### src/rtl/shift_add_multiplier.sv
// shift_add_multiplier
// Sequential radix-2 shift-and-add multiplier with unsigned/signed operand
// modes. Operands are converted to sign and magnitude at load, the magnitudes
// are multiplied, and the sign is applied in a final fix-up cycle. Iteration
// stops as soon as the remaining multiplier bits are all zero, so latency
// tracks the bit length of the multiplier magnitude.
module shift_add_multiplier #(
    parameter int WIDTH = 16
) (
    input  logic                 clk,
    input  logic                 rst_n,
    input  logic                 start,
    input  logic                 signed_mode,
    input  logic [WIDTH-1:0]     a,
    input  logic [WIDTH-1:0]     b,
    output logic                 busy,
    output logic                 done,
    output logic [2*WIDTH-1:0]   product
);

    localparam int PW = 2 * WIDTH;

    typedef enum logic [1:0] {
        IDLE = 2'd0,
        CALC = 2'd1,
        FIX  = 2'd2
    } state_t;

    // Magnitude of an operand: two's-complement negation when the operand is
    // signed and negative, the raw bits otherwise. The most negative value
    // maps to 2^(WIDTH-1), which still fits the unsigned WIDTH-bit result.
    function automatic logic [WIDTH-1:0] magnitude(
        input logic [WIDTH-1:0] x,
        input logic             is_signed
    );
        logic [WIDTH-1:0] mag;
        if (is_signed && x[WIDTH-1]) begin
            mag = ~x + WIDTH'(1);
        end else begin
            mag = x;
        end
        return mag;
    endfunction

    // Conditional two's-complement negation over the full product width.
    function automatic logic [PW-1:0] apply_sign(
        input logic [PW-1:0] x,
        input logic          negate
    );
        logic [PW-1:0] res;
        if (negate) begin
            res = ~x + PW'(1);
        end else begin
            res = x;
        end
        return res;
    endfunction

    state_t            state_q, state_d;
    logic [PW-1:0]     acc_q, acc_d;
    logic [PW-1:0]     mcand_q, mcand_d;
    logic [WIDTH-1:0]  mplier_q, mplier_d;
    logic              neg_q, neg_d;
    logic              busy_q, busy_d;
    logic              done_q, done_d;
    logic [PW-1:0]     product_q, product_d;

    // Next-state and datapath: load on accepted start, iterate while
    // multiplier bits remain, then apply the sign and publish the product.
    always_comb begin
        state_d   = state_q;
        acc_d     = acc_q;
        mcand_d   = mcand_q;
        mplier_d  = mplier_q;
        neg_d     = neg_q;
        product_d = product_q;
        done_d    = 1'b0;
        // busy is visible from the first CALC cycle onward and drops in the
        // cycle that done rises.
        busy_d    = (state_q == CALC);

        case (state_q)
            IDLE: begin
                if (start) begin
                    mcand_d  = {{WIDTH{1'b0}}, magnitude(a, signed_mode)};
                    mplier_d = magnitude(b, signed_mode);
                    neg_d    = signed_mode & (a[WIDTH-1] ^ b[WIDTH-1]);
                    acc_d    = {PW{1'b0}};
                    state_d  = CALC;
                end else begin
                    state_d  = IDLE;
                end
            end

            CALC: begin
                if (|mplier_q) begin
                    if (mplier_q[0]) begin
                        acc_d = acc_q + mcand_q;
                    end else begin
                        acc_d = acc_q;
                    end
                    mcand_d  = {mcand_q[PW-2:0], 1'b0};
                    mplier_d = {1'b0, mplier_q[WIDTH-1:1]};
                    state_d  = CALC;
                end else begin
                    state_d  = FIX;
                end
            end

            FIX: begin
                product_d = apply_sign(acc_q, neg_q);
                done_d    = 1'b1;
                state_d   = IDLE;
            end

            default: begin
                state_d = IDLE;
            end
        endcase
    end

    // State and output registers with synchronous active-low reset; reset
    // aborts any operation in flight and clears the published product.
    always_ff @(posedge clk) begin
        if (!rst_n) begin
            state_q   <= IDLE;
            acc_q     <= {PW{1'b0}};
            mcand_q   <= {PW{1'b0}};
            mplier_q  <= {WIDTH{1'b0}};
            neg_q     <= 1'b0;
            busy_q    <= 1'b0;
            done_q    <= 1'b0;
            product_q <= {PW{1'b0}};
        end else begin
            state_q   <= state_d;
            acc_q     <= acc_d;
            mcand_q   <= mcand_d;
            mplier_q  <= mplier_d;
            neg_q     <= neg_d;
            busy_q    <= busy_d;
            done_q    <= done_d;
            product_q <= product_d;
        end
    end

    assign busy    = busy_q;
    assign done    = done_q;
    assign product = product_q;

endmodule

### config.mk
export PLATFORM = sky130hd
export DESIGN_NAME = shift_add_multiplier
export DESIGN_NICKNAME = d
export VERILOG_FILES = /design/src/rtl/shift_add_multiplier.sv
export SDC_FILE = /design/constraint.sdc
export NUM_CORES = 1
export LEC_CHECK = 0
export BUFFER_PORTS_ARGS = -buffer_cell sky130_fd_sc_hd__buf_4
export CORE_MARGIN = 10
export CORE_UTILIZATION = 60
export DETAILED_ROUTE_END_ITERATION = 12
export PLACE_DENSITY = 0.87
export RECOVER_POWER = 25
export REMOVE_ABC_BUFFERS = 1
export SKIP_CTS_REPAIR_TIMING = 1
export SYNTH_ARGS = -nofsm -noshare
export SYNTH_HDL_FRONTEND = slang
export SYNTH_SLANG_ARGS = --single-unit
### constraint.sdc
create_clock -name clk -period 3.3 [get_ports clk]
set_input_delay 0.495 -clock clk [delete_from_list [all_inputs] [get_ports clk]]
set_output_delay 0.495 -clock clk [all_outputs]
set_load 0.05 [all_outputs]
==> reports/summary.txt, run 1 <==
final std cells w/o fill: 1082
TritonCTS buffer count: 17
fraction of registers with async set/reset: 0%
slew of the pin with the lowest slew margin: 2.06 ns
clock latency reported for the late side of the worst-skew pair: 0.41 ns
synthesized flop and latch total: 117
fin crit period: 3.13 ns
predominant post-synthesis flop cell: sky130_fd_sc_hd__dfxtp_1
CP max-delay cell: sky130_fd_sc_hd__or4_1
clock buffer depth: 2
Total Die Area: 0.0166 mm2
gate count after technology mapping: 865
wl on met1: 8.13 mm
library cell occupying the most area in the post-synthesis netlist: sky130_fd_sc_hd__dfxtp_1
violations in the final reports: max-capacitance violations, max-slew violations
compound-gate portion of the synthesized area: 28.1%
first-pass GRT wire length: 29.2 mm
gr ovfl total: 0
Post-Syn Area per Cell: 8.20 um2
cell at the root of the clock tree: sky130_fd_sc_hd__clkbuf_16
maximum clock frequency: 319 MHz
Ant. Diodes: 0
Max-Cap Viols: 1
total leakage power: 3.73 nW
Final Max Slew Viols: 56
HP Class: in -> reg
clk_skew: 0.00653 ns
library cells used by synthesis: 59
maximum resistive drop on vdd: 0.000295 V
WL met2: 7.80 mm
Die Width: 129 um
outcome: finished, violations left
Highest Signal Layer: met4
Power Dens Cells: 501 mW/mm2
DR WL/cell: 16.0 um
die height: 129 um
average via count per standard cell: 6.06
top cell family by delay on the critical path: simple AND/OR/NAND/NOR gates
Layout Nets: 997
register area share after synthesis: 33.0%
number of enable-type register cells in the synthesized netlist: 0
number of endpoints with negative hold slack in the final report: 0
Placed Cells incl. Taps: 1050
simple logic cell fraction of the synthesized area: 19.1%
dominant cell by count in the synthesized netlist: sky130_fd_sc_hd__dfxtp_1
layout overhead on the synthesized area: 17.3%
number of antenna violations at the first check in global routing: 0
share of the synthesized area in the top cell type: 33.0%
critical path capture point type: flop
RSZ-0062 raised after global routing: false
xor/xnor cell area share of the yosys netlist: 9.26%
HPWL after detailed placement: 12.2 mm
endpoints failing setup: 0
count of buffer and inverter cells on the critical path: 1
chain of cells forming the critical path: inv_1 -> ha_1 -> nand2b_1 -> nand2b_1 -> or4_1 -> or3_1 -> or3_1 -> o31ai_1 -> xor2_1 -> nand2_1 -> o211a_1
core outline area: 0.0115 mm2
ports placed on the boundary: 70
post-route clock period utilization: 94.9%
category of the critical setup timing path: reg -> reg
iteration-0 DRC count of the detailed router: 503
main area contributors after synthesis: sky130_fd_sc_hd__dfxtp_1, sky130_fd_sc_hd__xor2_1, sky130_fd_sc_hd__ha_1
Clock Sinks: 117
Worst Path Max Fanout: 5
total of warnings raised by yosys: 0
min setup slack post-route: 0.167 ns
main combinational cell family by area after synthesis: compound AO/OA/AOI/OAI gates
Sum Neg Setup Slack: 0 ns
number of standard-cell rows in the floorplan: 39
worst endpoint required time: 3.60 ns
Crit path largest cell delay: 0.50 ns
Placer Congestion: 0.957
Pwr Total: 4.16 mW
DRC violation count after routing: 0
top post-synthesis cells by count: sky130_fd_sc_hd__dfxtp_1, sky130_fd_sc_hd__nand2_1, sky130_fd_sc_hd__a21oi_1
Rel. slew slack: -37.4%
area of the mapped netlist: 0.00709 mm2
antenna-violating nets left: 0
fraction of the mapped netlist area in adder cells: 6.28%
Critical Path Source Type: flop
met3 WL: 1.21 mm
starting density of the core: 61.6%
wirelength, routed: 17.3 mm
aggregate global-route resource usage: 20.9%
fraction of final layout cells with drive strength greater than 1: 10.8%
vias after detailed routing: 6557
vias in the first global route: 6029
DP Worst Slack: 0.0762 ns
mux contribution to synthesized area: 0.564%
count of H-tree levels built during CTS: 4
port buffer count: 69
pin count of the biggest net entering global routing: 56
crit path DAT: 3.43 ns
TritonCTS clock tree: yes
number of detailed-routing iterations run before antenna repair: 5
clock-pin slew reported for the worst setup and hold paths after clock tree synthesis: 0.06 ns
fin util: 72.2%
[metal layers]
layer,global-route usage (%),vias up
li1,-,3276
met1,28.3,3056
met2,32.4,202
met3,4.02,23
met4,7.89,0
met5,0,-
[worst paths after layout]
kind / start / endpoint / depth (start not counted) / slack (ns)
max: acc_q[1] / product[28] / 11 / 0.17
min: b[15] / mplier_q[15] / 3 / 0.39
max reg2reg: acc_q[1] / product[28] / 11 / 0.17
min reg2reg: mplier_q[15] / mplier_q[15] / 2 / 0.49
[placed cells by master, fill, tap and decap left out, drive strengths merged, types with 4 or more instances in the layout]
cell type,instances
dfxtp,117
nand2,104
a21oi,69
o21ai,62
buf,55
clkbuf,54
xor2,52
nor2,48
nor2b,38
ha,34
o211a,31
xnor2,23
inv,20
a22o,16
a211oi,15
a21o,15
nor3,14
nand3,13
or3,13
o31ai,13
nand2b,12
o211ai,11
or4,11
a22oi,10
o41ai,9
a31oi,8
nor4,7
and2,7
a311oi,6
clkinvlp,5
a21boi,5
mux2i,4
bufinv,4
[logic make-up after synthesis]
kind of cell,after synthesis
AO/OA/AOI/OAI,290
AND/OR/NAND/NOR,277
flip-flops,117
XOR/XNOR,75
buffers and inverters,67
adder cells (fa/ha/maj),35
multiplexers,4
[metrics by stage]
stage                     hold WS [ns]  cell area [um2]
after floorplan                  0.432             6910
after global placement           0.468             7780
after detailed placement         0.487             7780
after CTS                        0.386             8420
after global routing             0.402             8320
final                            0.394             8320
[worst register-to-register path, delay by kind of cell, from the launching register on]
kind                     cells  cell delay [ns]
flip-flops                   1             0.36
XOR/XNOR                     1             0.17
adder cells (fa/ha/maj)      1             0.20
buffers and inverters        1             0.16
AO/OA/AOI/OAI                2             0.42
AND/OR/NAND/NOR              6             1.71
[state kept, by name, summed over array words and instances (netlist names)]
name,cells
acc_q,32
busy,1
done,1
mcand_q,32
mplier_q,16
neg_q,1
product,32
state_q,2
[where the power goes]
group          total, mW  switching, mW  internal, mW
clock               1.97          0.651          1.32
sequential          1.55         0.0693          1.48
combinational      0.643          0.396         0.247
[final cells by class]
class | instances | area, um2
Multi-Input combinational cell | 681 | 4540
Fill cell | 878 | 3200
Sequential cell | 117 | 2340
Timing Repair Buffer | 89 | 541
Clock buffer | 20 | 467
Tap cell | 143 | 179
Clock inverter | 12 | 176
Inverter | 20 | 75.1
Note: power is estimated with default switching activity, not from simulation.
==> run 2: changes to the inputs <==
==> constraint.sdc (replaced) <==
create_clock -name clk -period 3.3 [get_ports clk]
set_input_delay 0.825 -clock clk [delete_from_list [all_inputs] [get_ports clk]]
set_output_delay 0.825 -clock clk [all_outputs]
set_load 0.05 [all_outputs]
==> run 2 against run 1 <==
  * The flow still finishes with violations (max-capacitance violations, max-slew violations)
  * Worst setup slack better by 0.037 ns
  * Global-route usage is 0.34 points higher
  * Combinational power is 1% lower
  * Critical path depth is 2 higher
  * Clock skew is 0.0030 ns higher
  * Critical endpoint is now acc_q[24]
  * Sequential power hardly changed
  * Worst hold slack better by 0.081 ns
  * Clock-buffer cell count is 5 higher
  * Sequential share of layout area is 0.17 points higher
  * Highest routed layer unchanged
  * Final cell count is 0.18% lower
==> reports/summary.txt, run 2 (synthesis gave the netlist of run 1 again) <==
DRC violation count after routing: 0 (unchanged)
worst endpoint required time: 3.60 ns (about the same)
Final Max Slew Viols: 49 (was 56)
power dissipated by switching net loads: 1.06 mW (was 1.12 mW)
vias after detailed routing: 6550 (was 6557)
Worst Reg2Reg Path Length in Cells: 13 (was 11)
TritonCTS buffer count: 17 (unchanged)
R2R Path Start: mcand_q[0] (was acc_q[1])
clock-pin slew reported for the worst setup and hold paths after clock tree synthesis: 0.05 ns (was 0.06 ns)
slew of the pin with the lowest slew margin: 1.77 ns (was 2.06 ns)
average via count per standard cell: 6.06 (about the same)
internal power: 2.87 mW (was 3.05 mW)
Net Sw Frac: 27.0% (was 26.8%)
cell at the root of the clock tree: sky130_fd_sc_hd__clkbuf_16 (unchanged)
Pwr Total: 3.92 mW (was 4.16 mW)
HPWL after detailed placement: 12.5 mm (was 12.2 mm)
most frequent cells in the layout: sky130_fd_sc_hd__dfxtp_1, sky130_fd_sc_hd__nand2_1, sky130_fd_sc_hd__a21oi_1 (unchanged)
fraction of final layout cells with drive strength greater than 1: 11.1% (was 10.8%)
critical path capture point type: flop (unchanged)
antenna-violating nets left: 0 (unchanged)
number of standard-cell rows in the floorplan: 39 (unchanged)
DR WL/cell: 16.0 um (about the same)
Critical Path Source Type: flop (unchanged)
HP Class: reg -> reg (was in -> reg)
number of detailed-routing iterations run before antenna repair: 6 (was 5)
die height: 129 um (unchanged)
endpoints failing setup: 0 (unchanged)
vias in the first global route: 6160 (was 6029)
iteration-0 DRC count of the detailed router: 391 (was 503)
Worst Path Max Fanout: 3 (was 5)
wirelength, routed: 17.3 mm (about the same)
Layout Nets: 998 (was 997)
Placed Cells incl. Taps: 1050 (unchanged)
outcome: finished, violations left (unchanged)
Total Die Area: 0.0166 mm2 (unchanged)
Power Dens Cells: 475 mW/mm2 (was 501 mW/mm2)
category of the critical setup timing path: reg -> reg (unchanged)
beginning of the worst hold path: mplier_q[15] (was b[15])
aggregate global-route resource usage: 21.3% (was 20.9%)
pin count of the biggest net entering global routing: 49 (was 56)
Placer Congestion: 0.985 (was 0.957)
sequential power share: 39.5% (was 37.2%)
count of H-tree levels built during CTS: 4 (unchanged)
post-route clock period utilization: 93.8% (was 94.9%)
setup slack of the worst register-to-register path: 0.20 ns (was 0.17 ns)
port buffer count: 69 (unchanged)
final std cells w/o fill: 1080 (was 1082)
Die Width: 129 um (unchanged)
Hold WS: 0.475 ns (was 0.394 ns)
ports placed on the boundary: 70 (unchanged)
Rel. slew slack: -17.9% (was -37.4%)
number of endpoints with negative hold slack in the final report: 0 (unchanged)
Ant. Diodes: 0 (unchanged)
maximum clock frequency: 323 MHz (was 319 MHz)
RSZ-0062 raised after global routing: false (unchanged)
starting density of the core: 61.6% (unchanged)
fin crit period: 3.10 ns (was 3.13 ns)
Logic pwr share: 16.2% (was 15.4%)
clock network fraction of total power: 44.3% (was 47.3%)
maximum resistive drop on vdd: 0.000365 V (was 0.000295 V)
clock latency reported for the late side of the worst-skew pair: 0.41 ns (about the same)
hold path endpoint: mplier_q[15] (unchanged)
Max-Cap Viols: 1 (unchanged)
layout overhead on the synthesized area: 16.6% (was 17.3%)
core outline area: 0.0115 mm2 (unchanged)
TritonCTS clock tree: yes (unchanged)
violations in the final reports: max-capacitance violations, max-slew violations (unchanged)
Worst Hold Depth: 2 (was 3)
number of inserted filler cells in the final layout: 879 (was 878)
gr ovfl total: 0 (unchanged)
first-pass GRT wire length: 29.4 mm (was 29.2 mm)
most common cell after layout, fill and taps aside: sky130_fd_sc_hd__dfxtp_1 (unchanged)
clock buffer depth: 2 (unchanged)
RR Endpoint: acc_q[24] (was product[28])
crit path DAT: 3.40 ns (was 3.43 ns)
Clock Sinks: 117 (unchanged)
number of antenna violations at the first check in global routing: 0 (unchanged)
clk_skew: 0.00956 ns (was 0.00653 ns)
total leakage power: 3.74 nW (was 3.73 nW)
## run 2: cell count changes in the layout (fill, tap and decap cells not counted), moves of 3 or more
| cell | before | now |
|---|---|---|
| sky130_fd_sc_hd__buf_4 | 55 | 61 |
| sky130_fd_sc_hd__bufinv_16 | 4 | 1 |
| sky130_fd_sc_hd__clkbuf_1 | 34 | 30 |
| sky130_fd_sc_hd__clkbuf_8 | 3 | 6 |
| sky130_fd_sc_hd__clkinvlp_4 | 5 | 0 |
## run 2: worst max-delay path by stage
stage,endpoint,slack (ns),startpoint,cells after the start
6_report,acc_q[24],0.20,mcand_q[0],13
5_1_grt,product[28],0.02,acc_q[1],11
4_1_cts,acc_q[24],-0.06,mcand_q[0],13
3_5_place_dp,acc_q[24],-0.02,mcand_q[0],13
3_3_place_gp,acc_q[24],0.15,mcand_q[0],13
2_1_floorplan,mcand_q[16],-0.42,start,4
## run 2: worst max-delay path, cell delays in order, from the launching register on
cell and delay, ns:
sky130_fd_sc_hd__dfxtp_1 0.35, sky130_fd_sc_hd__ha_1 0.22, sky130_fd_sc_hd__inv_1 0.07, sky130_fd_sc_hd__fa_1 0.39
sky130_fd_sc_hd__nand2b_4 0.17, sky130_fd_sc_hd__a21oi_2 0.13, sky130_fd_sc_hd__o21ai_0 0.13, sky130_fd_sc_hd__a2111oi_1 0.36
sky130_fd_sc_hd__buf_4 0.19, sky130_fd_sc_hd__o2111ai_2 0.17, sky130_fd_sc_hd__a21boi_2 0.20, sky130_fd_sc_hd__o21ai_0 0.14
sky130_fd_sc_hd__a21o_1 0.22, sky130_fd_sc_hd__a32o_1 0.24
## run 2: metrics by stage
stage	util (%)	setup slack [ns]	cell area (um2)	setup TNS, ns
floorplan	-	-0.425	6910	-9.04
global placement	67.5	0.149	7780	0
detailed placement	67.5	-0.0219	7780	-0.0219
CTS	72.4	-0.0601	8340	-0.0601
global route	71.8	0.0235	8270	0
finish	71.8	0.204	8270	0
## run 2: power by group through the flow
stage                     Combinational [mW]  Clock, mW  Sequential [mW]
final                                  0.636       1.74             1.55
after global routing                   0.713       1.81             1.56
after floorplan                        0.406          0             1.58
after detailed placement               0.629          0             1.58
after global placement                 0.618          0             1.57
after CTS                              0.636       1.74             1.55
## run 2: layout make-up
class	count	area, um2	area share, %
clock inverter	4	45.0	0.545
tap	143	179	2.16
inverter	20	75.1	0.908
multi-input combinational	681	4540	54.9
clock buffer	25	515	6.23
sequential	117	2340	28.3
timing repair buffer	90	568	6.87
## run 2: layer usage
metal | wire length [um] | vias to the layer above | GRT usage [%] | part of all wire, %
met2 | 7760 | 222 | 32.5 | 45
met1 | 7940 | 3006 | 28.0 | 46
met4 | 342 | 0 | 8.83 | 2.0
met5 | 0 | - | 0 | 0
met3 | 1230 | 28 | 5.42 | 7.1
li1 | - | 3294 | - | -
==> run 3: changes to the inputs <==
--- a/config.mk
+++ b/config.mk
@@ -7,9 +7,10 @@
 export LEC_CHECK = 0
 export BUFFER_PORTS_ARGS = -buffer_cell sky130_fd_sc_hd__buf_4
 export CORE_MARGIN = 10
-export CORE_UTILIZATION = 60
+export CORE_UTILIZATION = 50
+export CTS_CLUSTER_SIZE = 30
 export DETAILED_ROUTE_END_ITERATION = 12
-export PLACE_DENSITY = 0.87
+export PLACE_DENSITY = 0.75
 export RECOVER_POWER = 25
 export REMOVE_ABC_BUFFERS = 1
 export SKIP_CTS_REPAIR_TIMING = 1
==> run 3 against run 2 <==
  * The flow still finishes with violations (max-capacitance violations, max-slew violations)
  * Sequential power hardly changed
  * Largest cell class unchanged
  * Wire length is 1.2% lower
  * Final cell count is 3.5% higher
  * Non-clock buffer count is 1 lower
  * Critical endpoint is now product[28]
==> reports/summary.txt, run 3 (synthesis gave the netlist of run 1 again) <==
outcome: finished, violations left (unchanged)
violations in the final reports: max-capacitance violations, max-slew violations (unchanged)
power dissipated by switching net loads: 1.04 mW (was 1.06 mW)
number of standard-cell rows in the floorplan: 43 (was 39)
endpoints failing setup: 0 (unchanged)
vias after detailed routing: 6387 (was 6550)
Cell Area, Placed: 0.00784 mm2 (was 0.00778 mm2)
Die Width: 139 um (was 129 um)
gr ovfl total: 0 (unchanged)
critical path capture point type: flop (unchanged)
Clock Sinks: 117 (unchanged)
post-route clock period utilization: 93.4% (was 93.8%)
layout overhead on the synthesized area: 16.9% (was 16.6%)
maximum resistive drop on vdd: 0.000378 V (was 0.000365 V)
Ant. Diodes: 0 (unchanged)
maximum clock frequency: 324 MHz (was 323 MHz)
Highest Signal Layer: met4 (unchanged)
HPWL after detailed placement: 12.5 mm (about the same)
DR WL/cell: 15.3 um (was 16.0 um)
pin count of the biggest net entering global routing: 51 (was 49)
top cell family by delay on the critical path: simple AND/OR/NAND/NOR gates (was compound AO/OA/AOI/OAI gates)
RSZ-0062 raised after global routing: false (unchanged)
Power Dens Cells: 467 mW/mm2 (was 475 mW/mm2)
crit path DAT: 3.39 ns (was 3.40 ns)
internal power: 2.83 mW (was 2.87 mW)
Layout Nets: 997 (was 998)
met3 WL: 971 um (was 1.23 mm)
Critical Path Source Type: flop (unchanged)
fin crit period: 3.08 ns (was 3.10 ns)
WL met2: 7.41 mm (was 7.76 mm)
Total Die Area: 0.0194 mm2 (was 0.0166 mm2)
total leakage power: 3.72 nW (was 3.74 nW)
Max-Cap Viols: 1 (unchanged)
fraction of final layout cells with drive strength greater than 1: 10.8% (was 11.1%)
wirelength, routed: 17.1 mm (was 17.3 mm)
Crit path largest cell delay: 0.50 ns (was 0.39 ns)
chain of cells forming the critical path: buf_4 -> inv_1 -> ha_1 -> nand2b_1 -> nand2b_1 -> or4_1 -> or3_1 -> or3_1 -> o31ai_1 -> xor2_1 -> nand2_1 -> o211a_1 (was ha_1 -> inv_1 -> fa_1 -> nand2b_4 -> a21oi_2 -> o21ai_0 -> a2111oi_1 -> buf_4 -> o2111ai_2 -> a21boi_2 -> o21ai_0 -> a21o_1 -> a32o_1)
antenna-violating nets left: 0 (unchanged)
number of endpoints with negative hold slack in the final report: 0 (unchanged)
clock latency reported for the late side of the worst-skew pair: 0.41 ns (about the same)
clock-pin slew reported for the worst setup and hold paths after clock tree synthesis: 0.05 ns (about the same)
most frequent cells in the layout: sky130_fd_sc_hd__dfxtp_1, sky130_fd_sc_hd__nand2_1, sky130_fd_sc_hd__a21oi_1 (unchanged)
count of H-tree levels built during CTS: 4 (unchanged)
first-pass GRT wire length: 28.8 mm (was 29.4 mm)
most common cell after layout, fill and taps aside: sky130_fd_sc_hd__dfxtp_1 (unchanged)
die height: 139 um (was 129 um)
Sequential Area: 0.00234 mm2 (unchanged)
category of the critical setup timing path: reg -> reg (unchanged)
Net Sw Frac: 27.0% (about the same)
number of inserted filler cells in the final layout: 1279 (was 879)
Final Max Slew Viols: 37 (was 49)
HP Class: reg -> reg (unchanged)
Placer Congestion: 0.908 (was 0.985)
TritonCTS clock tree: yes (unchanged)
clock network fraction of total power: 43.8% (was 44.3%)
average via count per standard cell: 5.71 (was 6.06)
clock buffer depth: 2 (unchanged)
count of buffer and inverter cells on the critical path: 2 (unchanged)
ports placed on the boundary: 70 (unchanged)
TritonCTS buffer count: 17 (unchanged)
Worst Path Max Fanout: 5 (was 3)
number of detailed-routing iterations run before antenna repair: 5 (was 6)
core outline area: 0.0139 mm2 (was 0.0115 mm2)
aggregate global-route resource usage: 17.3% (was 21.3%)
vias in the first global route: 5990 (was 6160)
Finished Cell Area: 0.00829 mm2 (was 0.00827 mm2)
cell at the root of the clock tree: sky130_fd_sc_hd__clkbuf_16 (unchanged)
CP max-delay cell: sky130_fd_sc_hd__or4_1 (was sky130_fd_sc_hd__fa_1)
sequential power share: 40.0% (was 39.5%)
number of antenna violations at the first check in global routing: 0 (unchanged)
DRC violation count after routing: 0 (unchanged)
area of the multi-input gates: 0.00454 mm2 (about the same)
worst endpoint required time: 3.61 ns (was 3.60 ns)
port buffer count: 69 (unchanged)
Rel. slew slack: -3.81% (was -17.9%)
wl on met1: 8.50 mm (was 7.94 mm)
clk_skew: 0.00507 ns (was 0.00956 ns)
Logic pwr share: 16.1% (was 16.2%)
iteration-0 DRC count of the detailed router: 402 (was 391)
slew of the pin with the lowest slew margin: 1.56 ns (was 1.77 ns)
Hold WS: 0.473 ns (was 0.475 ns)
starting density of the core: 51.1% (was 61.6%)
-- run 3: path summary, 6_finish.rpt --
check | from | endpoint | slack (ns) | depth (start not counted)
setup / recovery | acc_q[0] | product[28] | 0.22 | 12
hold reg to reg | mplier_q[15] | mplier_q[15] | 0.47 | 2
setup reg to reg | acc_q[0] | product[28] | 0.22 | 12
hold / removal | mplier_q[15] | mplier_q[15] | 0.47 | 2
-- run 3: through the flow --
stage / util [%] / instances / setup slack [ns] / setup TNS (ns) / total power [mW]
6_report: 59.8 / 1118 / 0.217 / 0 / 3.87
5_1_grt: 59.8 / 1118 / 0.00897 / 0 / 4.05
4_1_cts: 60.4 / 1118 / 0.174 / 0 / 3.90
3_5_place_dp: 56.5 / 1087 / 0.198 / 0 / 2.20
3_3_place_gp: 56.5 / 1087 / 0.242 / 0 / 2.20
2_1_floorplan: - / 818 / -0.425 / -9.04 / 1.98
-- run 3: layer usage --
layer  global-route usage (%)  vias up
met1                     23.4     2932
met4                     5.16        0
met3                     4.69       16
met2                     26.1      158
li1                         -     3281
met5                        0        -
-- run 3: layout make-up --
cell class	count	share of cell area [%]
tap	180	2.72
clock buffer	27	6.06
inverter	20	0.905
clock inverter	4	0.543
multi-input combinational	681	54.7
timing repair buffer	89	6.83
sequential	117	28.2
-- run 3: power groups by stage --
stage | clock network [mW] | registers, mW | logic, mW
2_1_floorplan | 0 | 1.58 | 0.406
3_3_place_gp | 0 | 1.58 | 0.620
3_5_place_dp | 0 | 1.58 | 0.627
4_1_cts | 1.72 | 1.55 | 0.632
5_1_grt | 1.79 | 1.56 | 0.696
6_report | 1.70 | 1.55 | 0.625
-- run 3: worst reg2reg max path: stages (launching register included) --
cell and delay, ns:
sky130_fd_sc_hd__dfxtp_1 0.31, sky130_fd_sc_hd__buf_4 0.15, sky130_fd_sc_hd__inv_1 0.05, sky130_fd_sc_hd__ha_1 0.16, sky130_fd_sc_hd__nand2b_1 0.09, sky130_fd_sc_hd__nand2b_1 0.16, sky130_fd_sc_hd__or4_1 0.50, sky130_fd_sc_hd__or3_1 0.47
sky130_fd_sc_hd__or3_1 0.42, sky130_fd_sc_hd__o31ai_1 0.26, sky130_fd_sc_hd__xor2_1 0.18, sky130_fd_sc_hd__nand2_1 0.07, sky130_fd_sc_hd__o211a_1 0.16
